`config.mk`:
```
export PLATFORM = sky130hd
export DESIGN_NAME = fifo_rr_scheduler
export DESIGN_NICKNAME = d
export VERILOG_FILES = /design/src/rtl/fifo_sched_pkg.sv /design/src/rtl/rr_arbiter.sv /design/src/rtl/fifo_rr_scheduler.sv
export SDC_FILE = /design/constraint.sdc
export NUM_CORES = 1
export LEC_CHECK = 0
export ABC_AREA = 1
export BUFFER_PORTS_ARGS = -buffer_cell sky130_fd_sc_hd__buf_2
export CAP_MARGIN = 5
export CORE_MARGIN = 2
export CORE_UTILIZATION = 44
export CTS_CLUSTER_SIZE = 40
export DETAILED_ROUTE_END_ITERATION = 12
export GPL_TIMING_DRIVEN = 0
export PLACE_DENSITY_LB_ADDON = 0.1
export SLEW_MARGIN = 20
export SYNTH_ARGS = -nofsm -noshare
export SYNTH_HDL_FRONTEND = slang
export SYNTH_SLANG_ARGS = --single-unit
```
`constraint.sdc`:
```
create_clock -name i_clk -period 1.12 [get_ports i_clk]
set_input_delay 0.056 -clock i_clk [delete_from_list [all_inputs] [get_ports i_clk]]
set_output_delay 0.056 -clock i_clk [all_outputs]
set_load 0.005 [all_outputs]
```
`src/rtl/fifo_sched_pkg.sv`:
```
// Shared types and width helpers for the FIFO round-robin read scheduler.
package fifo_sched_pkg;

  typedef enum logic {
    S_IDLE = 1'b0,
    S_OUT  = 1'b1
  } sched_state_e;

  // Width of a channel index; never narrower than one bit.
  function automatic int ch_w(input int num_ch);
    return (num_ch > 1) ? $clog2(num_ch) : 1;
  endfunction

  // Width of the slot counter that counts 0..rate_div-1.
  function automatic int cnt_w(input int rate_div);
    return (rate_div > 1) ? $clog2(rate_div) : 1;
  endfunction

endpackage

```
`src/rtl/rr_arbiter.sv`:
```
// Combinational round-robin search: first requester after last_grant.
// The grant pointer itself lives in the parent.
module rr_arbiter
  import fifo_sched_pkg::*;
#(
  parameter  int NUM_CH = 2,
  localparam int CH_W   = ch_w(NUM_CH)
) (
  input  logic [NUM_CH-1:0] req_i,
  input  logic [CH_W-1:0]   last_grant_i,
  input  logic              strobe_i,
  output logic [CH_W-1:0]   grant_o,
  output logic              any_req_o
);

  int   idx_s;
  logic found_s;

  // A grant is only meaningful while the parent strobes an arbitration.
  assign any_req_o = strobe_i & (|req_i);

  // Scan the channels in rotating order, starting just past last_grant.
  always_comb begin
    idx_s   = 0;
    found_s = 1'b0;
    grant_o = '0;
    for (int off = 1; off <= NUM_CH; off++) begin
      idx_s = int'(last_grant_i) + off;
      if (idx_s >= NUM_CH) begin
        idx_s = idx_s - NUM_CH;
      end else begin
        idx_s = idx_s;
      end
      if (!found_s && req_i[idx_s]) begin
        found_s = 1'b1;
        grant_o = CH_W'(idx_s);
      end else begin
        found_s = found_s;
      end
    end
  end

endmodule

```
`src/rtl/fifo_rr_scheduler.sv`:
```
// Read-side scheduler: paces pops from NUM_CH channel FIFOs to one sample
// per RATE_DIV clocks, round-robin over non-empty channels, and presents
// each popped word to the FIR with a valid/ready handshake and channel tag.
module fifo_rr_scheduler
  import fifo_sched_pkg::*;
#(
  parameter  int WIDTH    = 8,
  parameter  int NUM_CH   = 2,
  parameter  int RATE_DIV = 4,
  localparam int CH_W     = ch_w(NUM_CH)
) (
  input  logic                    i_clk,
  input  logic                    i_rst_n,
  input  logic                    i_enable,
  input  logic [NUM_CH-1:0]       i_rd_empty,
  input  logic [NUM_CH*WIDTH-1:0] i_fifo_data,
  output logic [NUM_CH-1:0]       o_rd_inc,
  output logic [WIDTH-1:0]        o_sample,
  output logic [CH_W-1:0]         o_chan,
  output logic                    o_valid,
  input  logic                    i_ready,
  output logic                    o_missed,
  input  logic                    i_clr_missed,
  output logic                    o_busy
);

  localparam int                CNT_W     = cnt_w(RATE_DIV);
  localparam logic [CNT_W-1:0]  CNT_MAX   = CNT_W'(RATE_DIV - 1);
  localparam logic [CH_W-1:0]   LAST_RST  = CH_W'(NUM_CH - 1);
  localparam logic [NUM_CH-1:0] ONE_CH    = {{(NUM_CH-1){1'b0}}, 1'b1};

  sched_state_e      state_q, state_d;
  logic [CNT_W-1:0]  cnt_q, cnt_d;
  logic              pending_q, pending_d;
  logic              missed_q, missed_d;
  logic [CH_W-1:0]   last_grant_q, last_grant_d;
  logic [WIDTH-1:0]  sample_q, sample_d;
  logic [CH_W-1:0]   chan_q, chan_d;
  logic              valid_q, valid_d;
  logic [NUM_CH-1:0] rd_inc_q, rd_inc_d;

  logic              tick_s;
  logic              arb_strobe_s;
  logic              grant_s;
  logic [CH_W-1:0]   grant_idx_s;

  assign tick_s       = i_enable && (cnt_q == CNT_MAX);
  assign arb_strobe_s = (state_q == S_IDLE) && pending_q && i_enable;

  rr_arbiter #(
    .NUM_CH (NUM_CH)
  ) u_arb (
    .req_i        (~i_rd_empty),
    .last_grant_i (last_grant_q),
    .strobe_i     (arb_strobe_s),
    .grant_o      (grant_idx_s),
    .any_req_o    (grant_s)
  );

  // Slot counter: free-runs 0..RATE_DIV-1 while enabled, parked at 0 otherwise.
  always_comb begin
    cnt_d = cnt_q;
    if (!i_enable) begin
      cnt_d = '0;
    end else if (tick_s) begin
      cnt_d = '0;
    end else begin
      cnt_d = cnt_q + CNT_W'(1);
    end
  end

  // Slot bookkeeping: a tick opens a slot, a grant consumes it; a tick on an
  // unconsumed slot is a loss and wins over a same-cycle clear.
  always_comb begin
    pending_d = pending_q;
    missed_d  = missed_q;
    if (!i_enable) begin
      pending_d = 1'b0;
    end else if (tick_s) begin
      pending_d = 1'b1;
    end else if (grant_s) begin
      pending_d = 1'b0;
    end else begin
      pending_d = pending_q;
    end
    if (tick_s && pending_q) begin
      missed_d = 1'b1;
    end else if (i_clr_missed) begin
      missed_d = 1'b0;
    end else begin
      missed_d = missed_q;
    end
  end

  // Handshake FSM: capture the granted head word, pulse its pop strobe once,
  // then hold the sample until the FIR takes it.
  always_comb begin
    state_d      = state_q;
    sample_d     = sample_q;
    chan_d       = chan_q;
    valid_d      = valid_q;
    last_grant_d = last_grant_q;
    rd_inc_d     = '0;
    case (state_q)
      S_IDLE: begin
        if (grant_s) begin
          state_d      = S_OUT;
          sample_d     = i_fifo_data[int'(grant_idx_s)*WIDTH +: WIDTH];
          chan_d       = grant_idx_s;
          valid_d      = 1'b1;
          last_grant_d = grant_idx_s;
          rd_inc_d     = ONE_CH << grant_idx_s;
        end else begin
          valid_d = 1'b0;
        end
      end
      S_OUT: begin
        if (i_ready) begin
          valid_d = 1'b0;
          state_d = S_IDLE;
        end else begin
          valid_d = 1'b1;
        end
      end
      default: begin
        state_d = S_IDLE;
        valid_d = 1'b0;
      end
    endcase
  end

  // State and output registers; reset drops any pop that has not yet landed.
  always_ff @(posedge i_clk or negedge i_rst_n) begin
    if (!i_rst_n) begin
      state_q      <= S_IDLE;
      cnt_q        <= '0;
      pending_q    <= 1'b0;
      missed_q     <= 1'b0;
      last_grant_q <= LAST_RST;
      sample_q     <= '0;
      chan_q       <= '0;
      valid_q      <= 1'b0;
      rd_inc_q     <= '0;
    end else begin
      state_q      <= state_d;
      cnt_q        <= cnt_d;
      pending_q    <= pending_d;
      missed_q     <= missed_d;
      last_grant_q <= last_grant_d;
      sample_q     <= sample_d;
      chan_q       <= chan_d;
      valid_q      <= valid_d;
      rd_inc_q     <= rd_inc_d;
    end
  end

  assign o_rd_inc = rd_inc_q;
  assign o_sample = sample_q;
  assign o_chan   = chan_q;
  assign o_valid  = valid_q;
  assign o_missed = missed_q;
  assign o_busy   = (state_q == S_OUT);

endmodule

```
==> report_table.html, run 1 <==
<table>
<tr><th>Metric</th><th>Value</th></tr>
<tr><th colspan="2">Outcome</th></tr>
<tr><td>Status</td><td>finished clean</td></tr>
<tr><th colspan="2">Worst setup path</th></tr>
<tr><td>Endpoint type of the worst setup path</td><td>flip-flop</td></tr>
<tr><td>Largest incremental delay on the critical path</td><td>0.60 ns</td></tr>
<tr><td>Buffers plus inverters on the worst setup path</td><td>1</td></tr>
<tr><td>Family with the most delay on the worst path</td><td>flip-flops</td></tr>
<tr><td>Startpoint type of the worst setup path</td><td>flip-flop</td></tr>
<tr><td>Worst path slowest cell</td><td>dfstp_2</td></tr>
<tr><td>Worst path cell trace</td><td>nand2_8 -&gt; nand2_4 -&gt; nor2_2 -&gt; inv_1 -&gt; nand2_1</td></tr>
<tr><td>Max FO, Critical Path</td><td>10</td></tr>
<tr><td>Start-to-end type of the worst setup path</td><td>reg2reg</td></tr>
<tr><td>Required time of the critical path</td><td>1.31 ns</td></tr>
<tr><td>Data arrival time of the critical path</td><td>1.29 ns</td></tr>
<tr><th colspan="2">Synth</th></tr>
<tr><td>Complex-gate fraction of the synthesized area</td><td>0.01893</td></tr>
<tr><td>Syn Nets</td><td>around 120</td></tr>
<tr><td>Synth area leaders</td><td>dfrtp_1 50%, nand2_1 23%, nand3_1 5.7%</td></tr>
<tr><td>Mux contribution to synthesized area</td><td>0</td></tr>
<tr><td>Library cell with the largest summed area after synthesis</td><td>dfrtp_1</td></tr>
<tr><td>Area share of the largest cell type after synthesis</td><td>0.5047</td></tr>
<tr><td>Synthesized cell area</td><td>793.3 um^2</td></tr>
<tr><td>Post-Synth XOR/XNOR Area</td><td>0</td></tr>
<tr><td>Synth unique cells</td><td>14</td></tr>
<tr><td>Post-Synthesis Cells</td><td>97</td></tr>
<tr><td>Primary flip-flop cell chosen by synthesis mapping</td><td>dfrtp_1</td></tr>
<tr><td>Combinational family with the most area after synthesis</td><td>simple AND/OR/NAND/NOR gates</td></tr>
<tr><td>Simple-gate share of the synthesized area</td><td>0.3565</td></tr>
<tr><td>Mapped Avg Cell Area</td><td>roughly 8.2 um^2</td></tr>
<tr><td>Asr flop ratio synth</td><td>1.000</td></tr>
<tr><td>Dominant cell by count in the synthesized netlist</td><td>nand2_1</td></tr>
<tr><td>Commonest cells in the synthesized netlist</td><td>48 x nand2_1, 16 x dfrtp_1, 9 x nand3_1</td></tr>
<tr><td>Flop and latch count out of synthesis</td><td>17</td></tr>
<tr><td>Synthesis Warnings</td><td>0</td></tr>
<tr><td>Number of enable-type register cells in the synthesized netlist</td><td>0</td></tr>
<tr><td>Adder-Cell Fraction of Synth Area</td><td>0.01577</td></tr>
<tr><td>Register area share after synthesis</td><td>0.5379</td></tr>
<tr><th colspan="2">Timing</th></tr>
<tr><td>PnR worst setup slack</td><td>0.01619 ns</td></tr>
<tr><td>RSZ-0062 raised after global routing</td><td>true</td></tr>
<tr><td>Final setup fails</td><td>0</td></tr>
<tr><td>Endpoints failing hold</td><td>0</td></tr>
<tr><td>Max-slew violation count</td><td>0</td></tr>
<tr><td>Shortest period the worst path allows</td><td>1.104 ns</td></tr>
<tr><td>Final worst path period share</td><td>0.9855</td></tr>
<tr><td>Worst-case clock skew</td><td>between 0.004 and 0.005 ns</td></tr>
<tr><td>Maximum frequency from static timing analysis</td><td>between 900 and 1000 MHz</td></tr>
<tr><td>Worst hold slack</td><td>roughly 0.029 ns</td></tr>
<tr><td>Worst-Margin Slew</td><td>0.3815 ns</td></tr>
<tr><td>Max_slew headroom</td><td>0.7457</td></tr>
<tr><th colspan="2">Routing</th></tr>
<tr><td>Number of detailed-route iterations in the first pass</td><td>3</td></tr>
<tr><td>Antenna-violating nets left</td><td>0</td></tr>
<tr><td>Via density per instance</td><td>4.512</td></tr>
<tr><td>Number of vias in the routed layout</td><td>749</td></tr>
<tr><td>Initial DRC count</td><td>5</td></tr>
<tr><td>Routed Wire Length</td><td>1.811 mm</td></tr>
<tr><td>Residual DRC count</td><td>0</td></tr>
<tr><td>Average routed wire per standard cell</td><td>10.91 um</td></tr>
<tr><th colspan="2">Clock tree</th></tr>
<tr><td>H-Tree Depth</td><td>1</td></tr>
<tr><td>Maximum clock insertion buffer count</td><td>2</td></tr>
<tr><td>Total clock sinks</td><td>17</td></tr>
<tr><td>CTS clk-pin slew, worst paths</td><td>0.11 ns</td></tr>
<tr><td>Number of buffers inserted during clock tree synthesis</td><td>3</td></tr>
<tr><td>Later-pin clock latency in the skew report</td><td>just under 0.3 ns</td></tr>
<tr><td>Clock tree from TritonCTS</td><td>yes</td></tr>
<tr><td>Root Buffer</td><td>clkbuf_4</td></tr>
<tr><td>Number of buffers added for setup after CTS</td><td>0</td></tr>
<tr><th colspan="2">Die</th></tr>
<tr><td>Total I/O pin count</td><td>37</td></tr>
<tr><td>Die Span Y</td><td>between 40 and 50 um</td></tr>
<tr><td>Area of the core</td><td>1708 um^2</td></tr>
<tr><td>Core Rows</td><td>15</td></tr>
<tr><td>Initial Utilization</td><td>0.4645</td></tr>
<tr><td>Die width</td><td>46.46 um</td></tr>
<tr><td>Total die area</td><td>2159 um^2</td></tr>
<tr><th colspan="2">Placed design</th></tr>
<tr><td>Placement Setup Slack</td><td>0.04201 ns</td></tr>
<tr><td>Quantity of I/O buffers inserted on ports</td><td>36</td></tr>
<tr><td>Cell Area, Placed</td><td>between 1000 and 1500 um^2</td></tr>
<tr><td>Hpwl dp</td><td>1.249 mm</td></tr>
<tr><td>Placer's final routability congestion estimate</td><td>0.6538</td></tr>
<tr><th colspan="2">Global route</th></tr>
<tr><td>Total track usage</td><td>0.1817</td></tr>
<tr><td>GR Util met1</td><td>0.2304</td></tr>
<tr><td>GR met3 Demand/Resource</td><td>0.03529</td></tr>
<tr><td>Number of global-route vias before repair</td><td>~640</td></tr>
<tr><td>Most congested layer reported by global routing</td><td>met2</td></tr>
<tr><td>First-pass GRT wire length</td><td>2.732 mm</td></tr>
<tr><td>Largest net degree at the start of global routing</td><td>18</td></tr>
<tr><td>Met2 layer usage reported by global route</td><td>0.3028</td></tr>
<tr><td>Initial antenna violation count</td><td>0</td></tr>
<tr><td>Congestion Overflow GR</td><td>0</td></tr>
<tr><th colspan="2">Layout</th></tr>
<tr><td>Fraction of layout instances using a drive strength above 1</td><td>0.3688</td></tr>
<tr><td>Number of diodes added for antenna fixing</td><td>0</td></tr>
<tr><td>Area grow syn2layout</td><td>37.86%</td></tr>
<tr><td>Post-route standard cell area excluding fillers</td><td>between 1000 and 1500 um^2</td></tr>
<tr><td>Post-layout net count</td><td>~170</td></tr>
<tr><th colspan="2">Hold path</th></tr>
<tr><td>Path type of the worst min-delay path</td><td>in2reg</td></tr>
<tr><th colspan="2">Power and ir drop</th></tr>
<tr><td>Total power of the final layout</td><td>0.001806 W</td></tr>
<tr><td>Leakage power</td><td>0.6590 nW</td></tr>
<tr><td>Power density over cell area</td><td>1652 nW/um^2</td></tr>
<tr><td>Max VDD drop</td><td>about 0.85 mV</td></tr>
<tr><th colspan="2">Flow run</th></tr>
<tr><td>Maximum capacitance violations</td><td>0</td></tr>
</table>
==> sequential cells by signal, summed over array words and instances (netlist names) <==
signal        count
o_rd_inc          2
o_chan            1
o_sample          8
cnt_q             2
o_missed          1
pending_q         1
o_valid           1
last_grant_q      1
==> per-layer routing <==
metal / wire length (um) / part of all wire
met1: 796 / 0.44
met2: 927 / 0.51
met3: 87 / 0.048
met4: 0 / 0
met5: 0 / 0
==> worst reg2reg max path: stages, from the launching register on <==
cell     delay [ns]
dfstp_2        0.60
nand2_8        0.11
nand2_4        0.12
nor2_2         0.06
inv_1          0.07
nand2_1        0.05
==> where the power goes <==
group / switching [W] / total, W / internal [W]
clock network: 0.000198 / 0.000331 / 0.000133
registers: 0.000110 / 0.000910 / 0.000800
logic: 0.000298 / 0.000566 / 0.000268
==> repair_timing <==
action	in CTS	in global routing
hold endpoints to repair	19	0
hold buffers	3	0
setup endpoints to repair	0	9
gates resized for setup	0	3
==> logic make-up after synthesis <==
kind of cell,after synthesis
simple gates,64
compound gates,3
flops,17
fa+ha+maj,1
buf+inv,12
==> path summary, 6_finish.rpt <==
kind                                          start                  endpoint  slack (ns)  cells past startpoint
setup / recovery           last_grant_q$_DFFE_PN1P_        o_chan$_DFFE_PN0P_        0.02                      5
min in group asynchronous                   i_rst_n      o_missed$_DFFE_PN0P_        0.21                      2
hold / removal                             i_enable     pending_q$_DFFE_PN0P_        0.03                      3
setup reg to reg           last_grant_q$_DFFE_PN1P_        o_chan$_DFFE_PN0P_        0.02                      5
max in group asynchronous                   i_rst_n  last_grant_q$_DFFE_PN1P_        0.59                      2
hold reg to reg                  cnt_q[0]$_DFF_PN0_        cnt_q[0]$_DFF_PN0_        0.44                      1
==> placed cells by master (no fill, tap or decap), types with 2 or more instances in the layout <==
cell type,instances
nor2_1,3
dfrtp_1,16
buf_2,36
o21ai_0,3
inv_2,3
dlygate4sd3_1,3
clkbuf_4,3
nand3_1,9
inv_1,7
nand2_1,47
nand2_8,2
==> layout make-up <==
class                      count  area, um^2
timing repair buffer          39       210.2
buffer                         2       18.77
clock buffer                   3       22.52
fill                         167       614.3
inverter                      10       37.54
multi-input combinational     69       341.6
clock inverter                 1       5.005
tap                           25       31.28
sequential                    17       426.7
==> per-stage QoR <==
| stage | util | cells | setup TNS [ns] |
|---|---|---|---|
| global route | 0.6403 | 166 | -0.08744 |
| global placement | 0.5883 | 158 | 0 |
| floorplan | - | 97 | 0 |
| detailed placement | 0.5883 | 158 | 0 |
| CTS | 0.6220 | 165 | 0 |
| finish | 0.6403 | 166 | 0 |
(Power assumes the default switching activity.)
==> run 2: changes to the inputs <==
--- a/config.mk
+++ b/config.mk
@@ -13,7 +13,9 @@
 export CTS_CLUSTER_SIZE = 40
 export DETAILED_ROUTE_END_ITERATION = 12
 export GPL_TIMING_DRIVEN = 0
+export HOLD_SLACK_MARGIN = 0.06
 export PLACE_DENSITY_LB_ADDON = 0.1
+export RECOVER_POWER = 25
 export SLEW_MARGIN = 20
 export SYNTH_ARGS = -nofsm -noshare
 export SYNTH_HDL_FRONTEND = slang
==> run 2 against run 1 <==
Die area is the same. Worst hold slack improved by 0.048 ns. Cell area is 8.9% higher. Combinational power grew 5.3%. Setup slack better by 0.00093 ns. Routed wire length rose by 5.7%. Largest cell class unchanged. Flip-flop and latch count unchanged. Clock-buffer cell count is the same. Sequential share of layout area decreased by 3.2 points.
==> report_table.html, run 2 (same netlist as run 1, synthesis figures left out) <==
<table>
<tr><th>Metric</th><th>Value</th></tr>
<tr><th colspan="2">Worst setup path</th></tr>
<tr><td>Buffers plus inverters on the worst setup path</td><td>1 (unchanged)</td></tr>
<tr><td>Worst path slowest cell</td><td>dfstp_2</td></tr>
<tr><td>Worst path cell trace</td><td>nand2_8 -&gt; nand2_4 -&gt; nor2_2 -&gt; inv_1 -&gt; nand2_1</td></tr>
<tr><td>Required time of the critical path</td><td>1.31 ns (about the same)</td></tr>
<tr><td>Data arrival time of the critical path</td><td>1.29 ns (about the same)</td></tr>
<tr><td>Startpoint of the worst-slack reg-to-reg timing path</td><td>last_grant_q$_DFFE_PN1P_</td></tr>
<tr><td>Largest incremental delay on the critical path</td><td>0.60 ns (about the same)</td></tr>
<tr><td>Endpoint type of the worst setup path</td><td>flip-flop</td></tr>
<tr><td>Start-to-end type of the worst setup path</td><td>reg2reg</td></tr>
<tr><td>Startpoint type of the worst setup path</td><td>flip-flop</td></tr>
<tr><td>Source of the critical timing path</td><td>last_grant_q$_DFFE_PN1P_</td></tr>
<tr><td>Max FO, Critical Path</td><td>10 (unchanged)</td></tr>
<tr><td>Family with the most delay on the worst path</td><td>flip-flops</td></tr>
<tr><th colspan="2">Flow run</th></tr>
<tr><td>Maximum capacitance violations</td><td>0 (unchanged)</td></tr>
<tr><th colspan="2">Power and ir drop</th></tr>
<tr><td>Leakage power</td><td>0.6973 nW (+5.8%)</td></tr>
<tr><td>Power density over cell area</td><td>1549 nW/um^2 (-6.3%)</td></tr>
<tr><td>Max VDD drop</td><td>0.8101 mV (-4.4%)</td></tr>
<tr><td>Total power of the final layout</td><td>0.001845 W (+2.1%)</td></tr>
<tr><th colspan="2">Timing</th></tr>
<tr><td>Maximum frequency from static timing analysis</td><td>906.7 MHz (about the same)</td></tr>
<tr><td>Max-slew violation count</td><td>0 (unchanged)</td></tr>
<tr><td>Shortest period the worst path allows</td><td>1.103 ns (-0.0009255 ns)</td></tr>
<tr><td>Max_slew headroom</td><td>0.7078 (-0.03788)</td></tr>
<tr><td>Worst-Margin Slew</td><td>0.4383 ns (+0.05682 ns)</td></tr>
<tr><td>Final setup fails</td><td>0 (unchanged)</td></tr>
<tr><td>Endpoints failing hold</td><td>0 (unchanged)</td></tr>
<tr><td>Final worst path period share</td><td>0.9847 (about the same)</td></tr>
<tr><td>Worst hold slack</td><td>0.07645 ns (+0.04771 ns)</td></tr>
<tr><td>RSZ-0062 raised after global routing</td><td>true</td></tr>
<tr><td>Worst-case clock skew</td><td>0.006277 ns (+0.001692 ns)</td></tr>
<tr><td>Accumulated negative setup slack</td><td>0 ns (unchanged)</td></tr>
<tr><th colspan="2">Layout</th></tr>
<tr><td>Area grow syn2layout</td><td>50.16%</td></tr>
<tr><td>Finished Layout Cells</td><td>175 (+5.4%)</td></tr>
<tr><td>Post-layout net count</td><td>175 (+5.4%)</td></tr>
<tr><td>Most common cell after layout, fill and taps aside</td><td>nand2_1</td></tr>
<tr><td>Fill cell instance count of the final layout</td><td>151 (-9.6%)</td></tr>
<tr><td>Flip-flop count of the largest register, all copies and words added</td><td>8 (unchanged)</td></tr>
<tr><td>Area taken by multi-input logic gates</td><td>346.6 um^2 (+1.5%)</td></tr>
<tr><td>Most used cells in the layout excluding fill and tap cells</td><td>45 x nand2_1, 35 x buf_2, 16 x dfrtp_1</td></tr>
<tr><td>Sequential standard cell area</td><td>426.7 um^2 (unchanged)</td></tr>
<tr><td>Fraction of layout instances using a drive strength above 1</td><td>0.3600 (-0.008794)</td></tr>
<tr><td>Number of diodes added for antenna fixing</td><td>0 (unchanged)</td></tr>
<tr><th colspan="2">Placed design</th></tr>
<tr><td>Placer's final routability congestion estimate</td><td>0.6538 (unchanged)</td></tr>
<tr><td>Hpwl dp</td><td>1.249 mm (unchanged)</td></tr>
<tr><td>Cell Count Post-Placement</td><td>158 (unchanged)</td></tr>
<tr><td>Quantity of I/O buffers inserted on ports</td><td>36 (unchanged)</td></tr>
<tr><th colspan="2">Clock tree</th></tr>
<tr><td>Later-pin clock latency in the skew report</td><td>0.29 ns (about the same)</td></tr>
<tr><td>Maximum clock insertion buffer count</td><td>2 (unchanged)</td></tr>
<tr><td>Number of buffers added for setup after CTS</td><td>0 (unchanged)</td></tr>
<tr><td>Total clock sinks</td><td>17 (unchanged)</td></tr>
<tr><td>Number of buffers inserted during clock tree synthesis</td><td>3 (unchanged)</td></tr>
<tr><td>Root Buffer</td><td>clkbuf_4</td></tr>
<tr><td>H-Tree Depth</td><td>1 (unchanged)</td></tr>
<tr><td>CTS clk-pin slew, worst paths</td><td>0.11 ns (about the same)</td></tr>
<tr><td>Clock tree from TritonCTS</td><td>yes</td></tr>
<tr><th colspan="2">Routing</th></tr>
<tr><td>Number of vias in the routed layout</td><td>786 (+4.9%)</td></tr>
<tr><td>Residual DRC count</td><td>0 (unchanged)</td></tr>
<tr><td>Average routed wire per standard cell</td><td>10.94 um (+0.30%)</td></tr>
<tr><td>Number of detailed-route iterations in the first pass</td><td>4 (+1)</td></tr>
<tr><td>Via density per instance</td><td>4.491 (-0.46%)</td></tr>
<tr><td>Initial DRC count</td><td>16 (+11)</td></tr>
<tr><td>Antenna-violating nets left</td><td>0 (unchanged)</td></tr>
<tr><td>Routed Wire Length</td><td>1.915 mm (+5.7%)</td></tr>
<tr><th colspan="2">Global route</th></tr>
<tr><td>Total track usage</td><td>0.1877 (+0.005982)</td></tr>
<tr><td>Initial antenna violation count</td><td>0 (unchanged)</td></tr>
<tr><td>First-pass GRT wire length</td><td>2.815 mm (+3.0%)</td></tr>
<tr><td>Congestion Overflow GR</td><td>0 (unchanged)</td></tr>
<tr><td>Number of global-route vias before repair</td><td>673 (+5.7%)</td></tr>
<tr><td>Largest net degree at the start of global routing</td><td>18 (unchanged)</td></tr>
<tr><th colspan="2">Hold path</th></tr>
<tr><td>Path type of the worst min-delay path</td><td>in2reg</td></tr>
<tr><td>Launch point of the worst hold path</td><td>i_fifo_data[10]</td></tr>
<tr><th colspan="2">Die</th></tr>
<tr><td>Area of the core</td><td>1708 um^2 (unchanged)</td></tr>
<tr><td>Core Rows</td><td>15 (unchanged)</td></tr>
<tr><td>Total I/O pin count</td><td>37 (unchanged)</td></tr>
<tr><td>Total die area</td><td>2159 um^2 (unchanged)</td></tr>
<tr><td>Die width</td><td>46.46 um (unchanged)</td></tr>
<tr><td>Die Span Y</td><td>46.46 um (unchanged)</td></tr>
<tr><td>Initial Utilization</td><td>0.4645 (unchanged)</td></tr>
<tr><th colspan="2">Outcome</th></tr>
<tr><td>Status</td><td>finished clean</td></tr>
</table>
-- run 2: changes by cell type in the layout (fill, tap and decap cells not counted) --
cell / before / now
nand2_2: 1 / 3
nand2_1: 47 / 45
buf_2: 36 / 35
dlygate4sd3_1: 3 / 12
clkbuf_2: 0 / 1
inv_2: 3 / 2
inv_4: 0 / 1
-- run 2: metrics by stage --
stage | setup slack, ns | util | area, um^2
after floorplan | 0.1473 | - | 793.3
after global placement | 0.06036 | 0.5883 | 1005
after detailed placement | 0.04201 | 0.5883 | 1005
after CTS | 0.01809 | 0.6747 | 1152
after global routing | -0.01754 | 0.6974 | 1191
final | 0.01712 | 0.6974 | 1191
-- run 2: worst reg2reg max path: stages, from the launching register on --
cell and delay, ns:
dfstp_2 0.60, nand2_8 0.11, nand2_4 0.12, nor2_2 0.06
inv_1 0.07, nand2_1 0.05
-- run 2: final timing paths --
check                           cells past startpoint  slack, ns                       end
worst min register to register                      1       0.44        cnt_q[0]$_DFF_PN0_
max in group asynchronous                           2       0.56  last_grant_q$_DFFE_PN1P_
worst min-delay path                                5       0.08   o_sample[2]$_DFFE_PN0P_
worst max register to register                      5       0.02        o_chan$_DFFE_PN0P_
worst max-delay path                                5       0.02        o_chan$_DFFE_PN0P_
min in group asynchronous                           2       0.23   o_sample[2]$_DFFE_PN0P_
-- run 2: report_power, final --
group	switching, W	internal (W)
sequential	0.000111	0.000800
combinational	0.000306	0.000290
clock	0.000205	0.000133
total	0.000622	0.00122
-- run 2: per-layer routing --
layer  GRT usage  wire length, um
met1      0.2266              860
met2      0.3278              955
met3     0.03529               92
met4     0.06857                7
met5           0                0
-- run 2: repair_timing --
action                     4_1_cts  5_1_grt
resized for setup                0        6
setup endpoints to repair        0       10
hold buffers                    12        0
hold endpoints to repair        30        0
-- run 2: layout make-up --
class,instances,area share
tap,25,0.02626
clock inverter,1,0.004202
buffer,2,0.01576
multi-input combinational,69,0.2910
sequential,17,0.3582
inverter,10,0.03361
timing repair buffer,48,0.2521
clock buffer,3,0.01891
